[config.mk]
export PLATFORM = sky130hd
export DESIGN_NAME = add_arb
export DESIGN_NICKNAME = d
export VERILOG_FILES = /design/src/rtl/add_arb_pkg.sv /design/src/rtl/add_arb_cadd32.sv /design/src/rtl/add_arb.sv
export SDC_FILE = /design/constraint.sdc
export NUM_CORES = 1
export LEC_CHECK = 0
export CORE_ASPECT_RATIO = 0.75
export CORE_UTILIZATION = 52
export DETAILED_ROUTE_END_ITERATION = 16
export PLACE_DENSITY = 0.87
export SLEW_MARGIN = 0
export SYNTH_ARGS = -nofsm -noshare
export SYNTH_HDL_FRONTEND = slang
export SYNTH_SLANG_ARGS = --single-unit
[constraint.sdc]
create_clock -name clk -period 4.4 [get_ports clk]
set_input_delay 0.88 -clock clk [delete_from_list [all_inputs] [get_ports clk]]
set_output_delay 0.88 -clock clk [all_outputs]
set_load 0.01 [all_outputs]
[src/rtl/add_arb_pkg.sv]
// Shared definitions for add_arb: FSM encodings, saturation constants, counter width.
// Optional feature macro: ADD_SAT_EN (saturating result on signed overflow).
package add_arb_pkg;

    typedef enum logic [1:0] {
        IDLE = 2'd0,
        EXEC = 2'd1,
        HOLD = 2'd2
    } state_e;

    localparam logic [31:0] SAT_POS = 32'h7FFF_FFFF;
    localparam logic [31:0] SAT_NEG = 32'h8000_0000;
    localparam int          CNT_W   = 16;

    // Clamp value for an overflowed sum; the sign of either operand selects the rail.
    function automatic logic [31:0] sat_value(input logic neg);
        return neg ? SAT_NEG : SAT_POS;
    endfunction

endpackage

[src/rtl/add_arb_cadd32.sv]
// Shared 32-bit two's-complement adder with signed-overflow flag.
module cadd32 (
    input  logic [31:0] a,
    input  logic [31:0] b,
    output logic [31:0] sum,
    output logic        ovf
);

    assign sum = a + b;
    // Overflow only when the operands agree in sign and the result disagrees.
    assign ovf = (a[31] == b[31]) && (sum[31] != a[31]);

endmodule

[src/rtl/add_arb.sv]
// Two-requester round-robin arbiter in front of one shared adder (IDLE/EXEC/HOLD).
// Optional feature macro: ADD_SAT_EN clamps overflowed sums to the signed rails.
module add_arb
    import add_arb_pkg::*;
#(
    parameter int FIRST_PRI = 0,
    parameter int W         = 32
) (
    input  logic             clk,
    input  logic             reset,
    input  logic             req0_valid,
    input  logic [W-1:0]     req0_a,
    input  logic [W-1:0]     req0_b,
    output logic             req0_ready,
    input  logic             req1_valid,
    input  logic [W-1:0]     req1_a,
    input  logic [W-1:0]     req1_b,
    output logic             req1_ready,
    output logic             rsp_valid,
    input  logic             rsp_ready,
    output logic             rsp_id,
    output logic [W-1:0]     rsp_sum,
    output logic             rsp_ovf,
    output logic [CNT_W-1:0] ovf_cnt
);

    state_e             state_q, state_d;
    logic               last_q;
    logic [W-1:0]       a_q, b_q;
    logic               id_q;
    logic               rsp_id_q;
    logic [W-1:0]       rsp_sum_q;
    logic               rsp_ovf_q;
    logic [CNT_W-1:0]   ovf_cnt_q;

    logic               gnt_vld;
    logic               gnt_id;
    logic [W-1:0]       add_sum;
    logic               add_ovf;
    logic [W-1:0]       sum_fin;
    logic               rsp_fire;

    cadd32 u_add (
        .a   (a_q),
        .b   (b_q),
        .sum (add_sum),
        .ovf (add_ovf)
    );

`ifdef ADD_SAT_EN
    assign sum_fin = add_ovf ? sat_value(a_q[W-1]) : add_sum;
`else
    assign sum_fin = add_sum;
`endif

    assign rsp_fire = (state_q == HOLD) && rsp_ready;

    always_comb begin
        state_d    = state_q;
        gnt_vld    = 1'b0;
        gnt_id     = 1'b0;
        req0_ready = 1'b0;
        req1_ready = 1'b0;
        case (state_q)
            IDLE: begin
                // Tie goes to whoever was not granted last; a lone requester always wins.
                if (req0_valid && req1_valid) begin
                    gnt_vld = 1'b1;
                    gnt_id  = ~last_q;
                end else if (req0_valid) begin
                    gnt_vld = 1'b1;
                    gnt_id  = 1'b0;
                end else if (req1_valid) begin
                    gnt_vld = 1'b1;
                    gnt_id  = 1'b1;
                end
                req0_ready = gnt_vld && !gnt_id;
                req1_ready = gnt_vld && gnt_id;
                if (gnt_vld) state_d = EXEC;
            end
            EXEC:    state_d = HOLD;
            HOLD:    if (rsp_ready) state_d = IDLE;
            default: state_d = IDLE;
        endcase
    end

    always_ff @(posedge clk) begin
        if (reset) begin
            state_q   <= IDLE;
            // Pointer looks as if the other requester won last, so FIRST_PRI takes the first tie.
            last_q    <= (FIRST_PRI == 0);
            a_q       <= '0;
            b_q       <= '0;
            id_q      <= 1'b0;
            rsp_id_q  <= 1'b0;
            rsp_sum_q <= '0;
            rsp_ovf_q <= 1'b0;
            ovf_cnt_q <= '0;
        end else begin
            state_q <= state_d;
            if (gnt_vld) begin
                last_q <= gnt_id;
                id_q   <= gnt_id;
                a_q    <= gnt_id ? req1_a : req0_a;
                b_q    <= gnt_id ? req1_b : req0_b;
            end
            if (state_q == EXEC) begin
                rsp_id_q  <= id_q;
                rsp_sum_q <= sum_fin;
                rsp_ovf_q <= add_ovf;
            end
            if (rsp_fire && rsp_ovf_q && (ovf_cnt_q != {CNT_W{1'b1}}))
                ovf_cnt_q <= ovf_cnt_q + 1'b1;
        end
    end

    assign rsp_valid = (state_q == HOLD);
    assign rsp_id    = rsp_id_q;
    assign rsp_sum   = rsp_sum_q;
    assign rsp_ovf   = rsp_ovf_q;
    assign ovf_cnt   = ovf_cnt_q;

endmodule

== Yosys cells after proc, flatten, opt, wreduce, memory -nomap -nowiden ==
Cells that the tools add are included.

* Output and inout bits: 53
* Word-level logic and storage cells: 45
* Bits in registers: 118

* $add $sub $neg: 2
* Muxes and demuxes: 16
* Equal/unequal tests: 7
* Reductions and logical operators: 10
* Bitwise operators: 1

{| class="wikitable"
|+ Operators with widths
! cell !! number
|-
| 32-bit two-way mux || 2
|-
| 32-bit adder || 1
|-
| 16-bit by 1-bit adder with 16-bit output (second input constant) || 1
|-
| 16-bit inequality test (second input constant) || 1
|-
| 1-bit two-way mux || 11
|-
| 1-bit logical AND || 7
|-
| 2-bit case mux with 3 select lines || 1
|-
| 2-bit two-way mux || 2
|-
| 2-bit by 1-bit equality test with 1-bit output (second input constant) || 1
|-
| 2-bit equality test (second input constant) || 1
|-
| 2-bit logical NOT || 1
|-
| 2-bit by 1-bit inequality test with 1-bit output (second input constant) || 1
|-
| 2-bit inequality test (second input constant) || 1
|-
| 2-bit AND reduction || 1
|-
| 1-bit equality test || 1
|-
| 1-bit logical NOT || 1
|-
| 1-bit inequality test || 1
|-
| 1-bit NOT || 1
|}

== Longest topological paths before layout ==
* Depth after elaboration: 7
* Gate-level depth with buffers: 10
* Gate-level depth less buffers: 10

== Hierarchy ==
A second synthesis with hierarchy kept.

* Cells, all modules: 837
* Area, all modules: 6661.4 sq um

{| class="wikitable"
|+ By module, submodules not included
! module !! cells each !! sequential area each (sq um) !! area each (sq um) !! times used
|-
| add_arb || 571 || 2362.3 || 4729.5 || 1
|-
| cadd32 || 266 || 0.0 || 1931.9 || 1
|}

== Worst setup path after synthesis ==
No wires, ideal clock.

* Kind: register to register
* Start: register a_q[0]
* End: register rsp_sum_q[30] (netlist: rsp_sum[30])
* Stages on the path, launching flop included: 11
* Arrival time: 2.622 ns
* Setup slack: 1.705 ns
* Data required time: 4.327 ns
* Cell sequence: dfxtp_1 ha_1 fa_1 a21o_1 a221oi_4 nor3_2 a311oi_4 nor4_1 nand3b_4 or4_1 o211ai_2

* Cells in the longest elaborated chain, start to end: 1

{| class="wikitable"
|+ RTL lines
! item !! RTL line !! source
|-
| start: declaration || add_arb.sv:29 || <nowiki>logic [W-1:0] a_q, b_q;</nowiki>
|-
| start signal: assignment || add_arb.sv:104 || <nowiki>a_q <= gnt_id ? req1_a : req0_a;</nowiki>
|-
| 32-bit adder || add_arb_cadd32.sv:9 || <nowiki>assign sum = a + b;</nowiki>
|-
| end signal: assignment || add_arb.sv:109 || <nowiki>rsp_sum_q <= sum_fin;</nowiki>
|-
| end: declaration || add_arb.sv:32 || <nowiki>logic [W-1:0] rsp_sum_q;</nowiki>
|}

Every way passes these cells.
A chain may end at the register's enable or synchronous reset.

== Worst setup path in the final report ==
* Start: input req0_valid
* End: output req1_ready

* Cells in the longest elaborated chain, start to end: 5

{| class="wikitable"
|+ RTL lines
! item !! RTL line !! source
|-
| start: declaration || add_arb.sv:11 || <nowiki>input logic req0_valid,</nowiki>
|-
| 1-bit two-way mux / 1-bit logical AND (equally long branches) || add_arb.sv:70, add_arb.sv:67 ||
|-
| 1-bit two-way mux || add_arb.sv:67 || <nowiki>if (req0_valid && req1_valid) begin</nowiki>
|-
| 1-bit two-way mux || add_arb.sv:64 || <nowiki>case (state_q)</nowiki>
|-
| 1-bit logical AND * || add_arb.sv:78 || <nowiki>req1_ready = gnt_vld && gnt_id;</nowiki>
|-
| 1-bit two-way mux * || add_arb.sv:64 ||
|-
| end: declaration || add_arb.sv:18 || <nowiki>output logic req1_ready,</nowiki>
|}

Every way passes the cells marked *; elsewhere a longest branch is shown, timed or not. The select of a mux whose other input is x is not followed.

==> results.cfg <==
[grt]
grt_max_degree = 90
grt_usage_pct = 30.26
grt_pass1_wl_um = 29550
antenna_found_initial = 0
grt_pass1_vias = 5792
grt_remaining_overflow = 0

[sta]
slew_violations = 0
hold_viol = 0
min_period_over_period_pct = 70.07
slew_headroom_pct = 44.39
finalCriticalPeriod_ps = 3083
fmax_mhz = 324.4
tns_ps = 0
grt_setup_unrepaired = no
finClkSkew_ps = 7.669
tightest_slew_ps = 834.2
whs_ps = 445.2
finalSetupViolCount = 0

[floorplanning]
die_x_um = 129.3
initial_utilization_pct = 54.02
rows = 34
dieArea_um2 = 12600
dieHeight_um = 97.48
io_pins = 186
coreArea_um2 = 11700

[worst_setup_path]
arrival_ps = 2200
worstSetupStartpointType = primary input
rr_endpoint = rsp_sum[30]
slowest_stage = clkdlybuf4s50_1
regToRegSetupSlack_ps = 1450
crit_type = in2out
reg2reg_depth = 10
critPathTopFamily = buffers and inverters
reg2reg_from = a_q[0]
endpoint_kind = primary output
required_ps = 3520
startpoint = req0_valid
cp_max_fo = 3
crit_chain = clkdlybuf4s50_1, nand2_1, nand2_1, nor3_2, clkdlybuf4s50_1
worstSetupEndpoint = req1_ready
slowest_delay_ps = 560
worstSetupPathDepth = 5
critPathBufInv = 2

[run]
cap_violations = 0

[placement]
gpl.final_weighted_congestion = 0.9095
portBuffers = 185
dp_hpwl_um = 13380

[final_layout]
final_layout_size_suffix_gt1_share_pct = 5.675
num_antenna_cells = 0
synthToLayoutAreaGrowth_pct = 40.19
nFillCells = 841
post-route-util_pct = 75.73
final_nets = 1088

[synthesis]
synth_flop_cell = dfxtp_1
synth_area_leaders = dfxtp_1 37%, a21oi_1 7.6%, nand2_1 7.2%
synth_edf_count = 0
synthTopCellsByCount = 122 x nand2_1, 118 x dfxtp_1, 96 x a21oi_1, 61 x nor2_1, 46 x clkbuf_1
ys_seq_area_share_pct = 37.38
synth_seq_cells = 118
yosysWarnings = 0
syn_area_um2 = 6320
synth.most_common_cell = nand2_1
synth_top_cell_area_share_pct = 37.38
synth_top_area_cell = dfxtp_1
syn_avg_cell_area_um2 = 8.294
synth_fp_nets = 928
async_reset_ff_share_pct = 0
synth_cells = 762
yosysUniqueCellTypes = 58

[route]
dr.first_iter.drc_count = 467
vias = 6387
drtAntennaViolNets = 0
drt_pre_antenna_iters = 5
drcViolationCount = 0
drt-total-wl_um = 18310
via_per_inst = 5.828
wire_per_inst_um = 16.71

[clock_network]
cts_sinks = 118
cts_max_level = 4
cts_hold_buf = 0
ctsResizeCount = 0
cts_root_buffer = clkbuf_16
clk_pin_slew_ps = 50
cts_setup_buffers = 0
numCtsBuffers = 17
cts_tree = built
clk_path_buf_depth = 2
insertion_delay_ps = 420

[power]
power_uw = 3488
leakage_uw = 0.003412
p_per_area_nw_per_um2 = 393.7
ir_drop_mv = 0.3403

[run_status]
status = finished, final reports clean

[worst_hold_path]
hp-class = reg2reg
[per-layer routing]
metal | track usage, % | vias up | wire length, um
met1 | 42.15 | 2963 | 8406
met3 | 7.434 | 25 | 1519
li1 | - | 3115 | -
met2 | 45.95 | 284 | 8064
met4 | 8.869 | 0 | 324
met5 | 0 | - | 0
[cell families after synthesis]
group                    synth area share, %
AO/OA/AOI/OAI                          25.74
AND/OR/NAND/NOR                        17.86
buffers and inverters                  3.405
adder cells (fa/ha/maj)                6.652
multiplexers                           4.118
flip-flops                             37.38
XOR/XNOR                               4.850
[report_power, final]
group          switching [uW]  internal, uW  leakage, uW
clock network             507           933     0.000294
registers                70.1          1170     0.000968
logic                     439           373      0.00215
[layout make-up]
| type | instances | area [um2] | area share [%] |
|---|---|---|---|
| clock inverter | 11 | 148.9 | 1.681 |
| clock buffer | 20 | 466.7 | 5.268 |
| inverter | 6 | 22.52 | 0.2542 |
| sequential | 118 | 2362 | 26.66 |
| tap | 162 | 202.7 | 2.288 |
| multi-input combinational | 587 | 3755 | 42.38 |
| timing repair buffer | 192 | 1902 | 21.47 |
[placed cells by master, fill, tap and decap left out, drive strengths merged, types with 2 or more instances in the layout]
master | netlist | routed
o31ai | 2 | 2
nand3 | 13 | 13
o221ai | 40 | 40
o21bai | 6 | 6
clkdlybuf4s50 | 0 | 184
nand2b | 4 | 4
a221oi | 3 | 3
bufinv | 0 | 3
xnor2 | 16 | 16
buf | 5 | 8
o21ai | 25 | 25
o41ai | 2 | 2
clkinvlp | 0 | 3
and2 | 2 | 2
o21a | 2 | 2
nand2 | 122 | 122
a31oi | 4 | 4
o31a | 2 | 2
inv | 5 | 6
a21o | 18 | 18
mux2i | 26 | 26
a21oi | 96 | 96
nor2b | 3 | 3
a211oi | 28 | 28
nor3 | 11 | 11
nand4 | 12 | 12
or3 | 6 | 6
nor2 | 61 | 61
or4 | 5 | 5
clkbuf | 46 | 20
xor2 | 19 | 19
ha | 32 | 32
and4 | 3 | 3
and3 | 7 | 7
clkinv | 1 | 5
o211ai | 2 | 2
dfxtp | 118 | 118
[stage by stage]
stage | cells | cell area, um2 | setup WS [ps]
5_1_grt | 1096 | 8860 | 1199
4_1_cts | 1096 | 8860 | 1312
3_3_place_gp | 1065 | 8244 | 1323
2_1_floorplan | 762 | 6320 | 1705
3_5_place_dp | 1065 | 8244 | 1311
6_report | 1096 | 8860 | 1317
[state kept, by name, indices dropped and copies added (netlist names)]
| register | cells |
|---|---|
| id_q | 1 |
| last_q | 1 |
| rsp_sum | 32 |
| state_q | 2 |
| rsp_id | 1 |
| ovf_cnt | 16 |
| b_q | 32 |
| a_q | 32 |
| rsp_ovf | 1 |
[worst min-delay path, stage by stage, from the launching register on]
cell,delay (ps)
dfxtp_1,300
nand2_1,50
o21ai_1,50
[worst min-delay path by stage]
| stage | depth (start not counted) | start | end |
|---|---|---|---|
| after floorplan | 2 | id_q | rsp_id |
| after CTS | 2 | rsp_sum[28] | rsp_sum[28] |
| final | 2 | rsp_sum[28] | rsp_sum[28] |
| after global placement | 2 | rsp_sum[18] | rsp_sum[18] |
| after detailed placement | 2 | rsp_sum[28] | rsp_sum[28] |
| after global routing | 2 | rsp_sum[28] | rsp_sum[28] |
(Power assumes the default switching activity.)
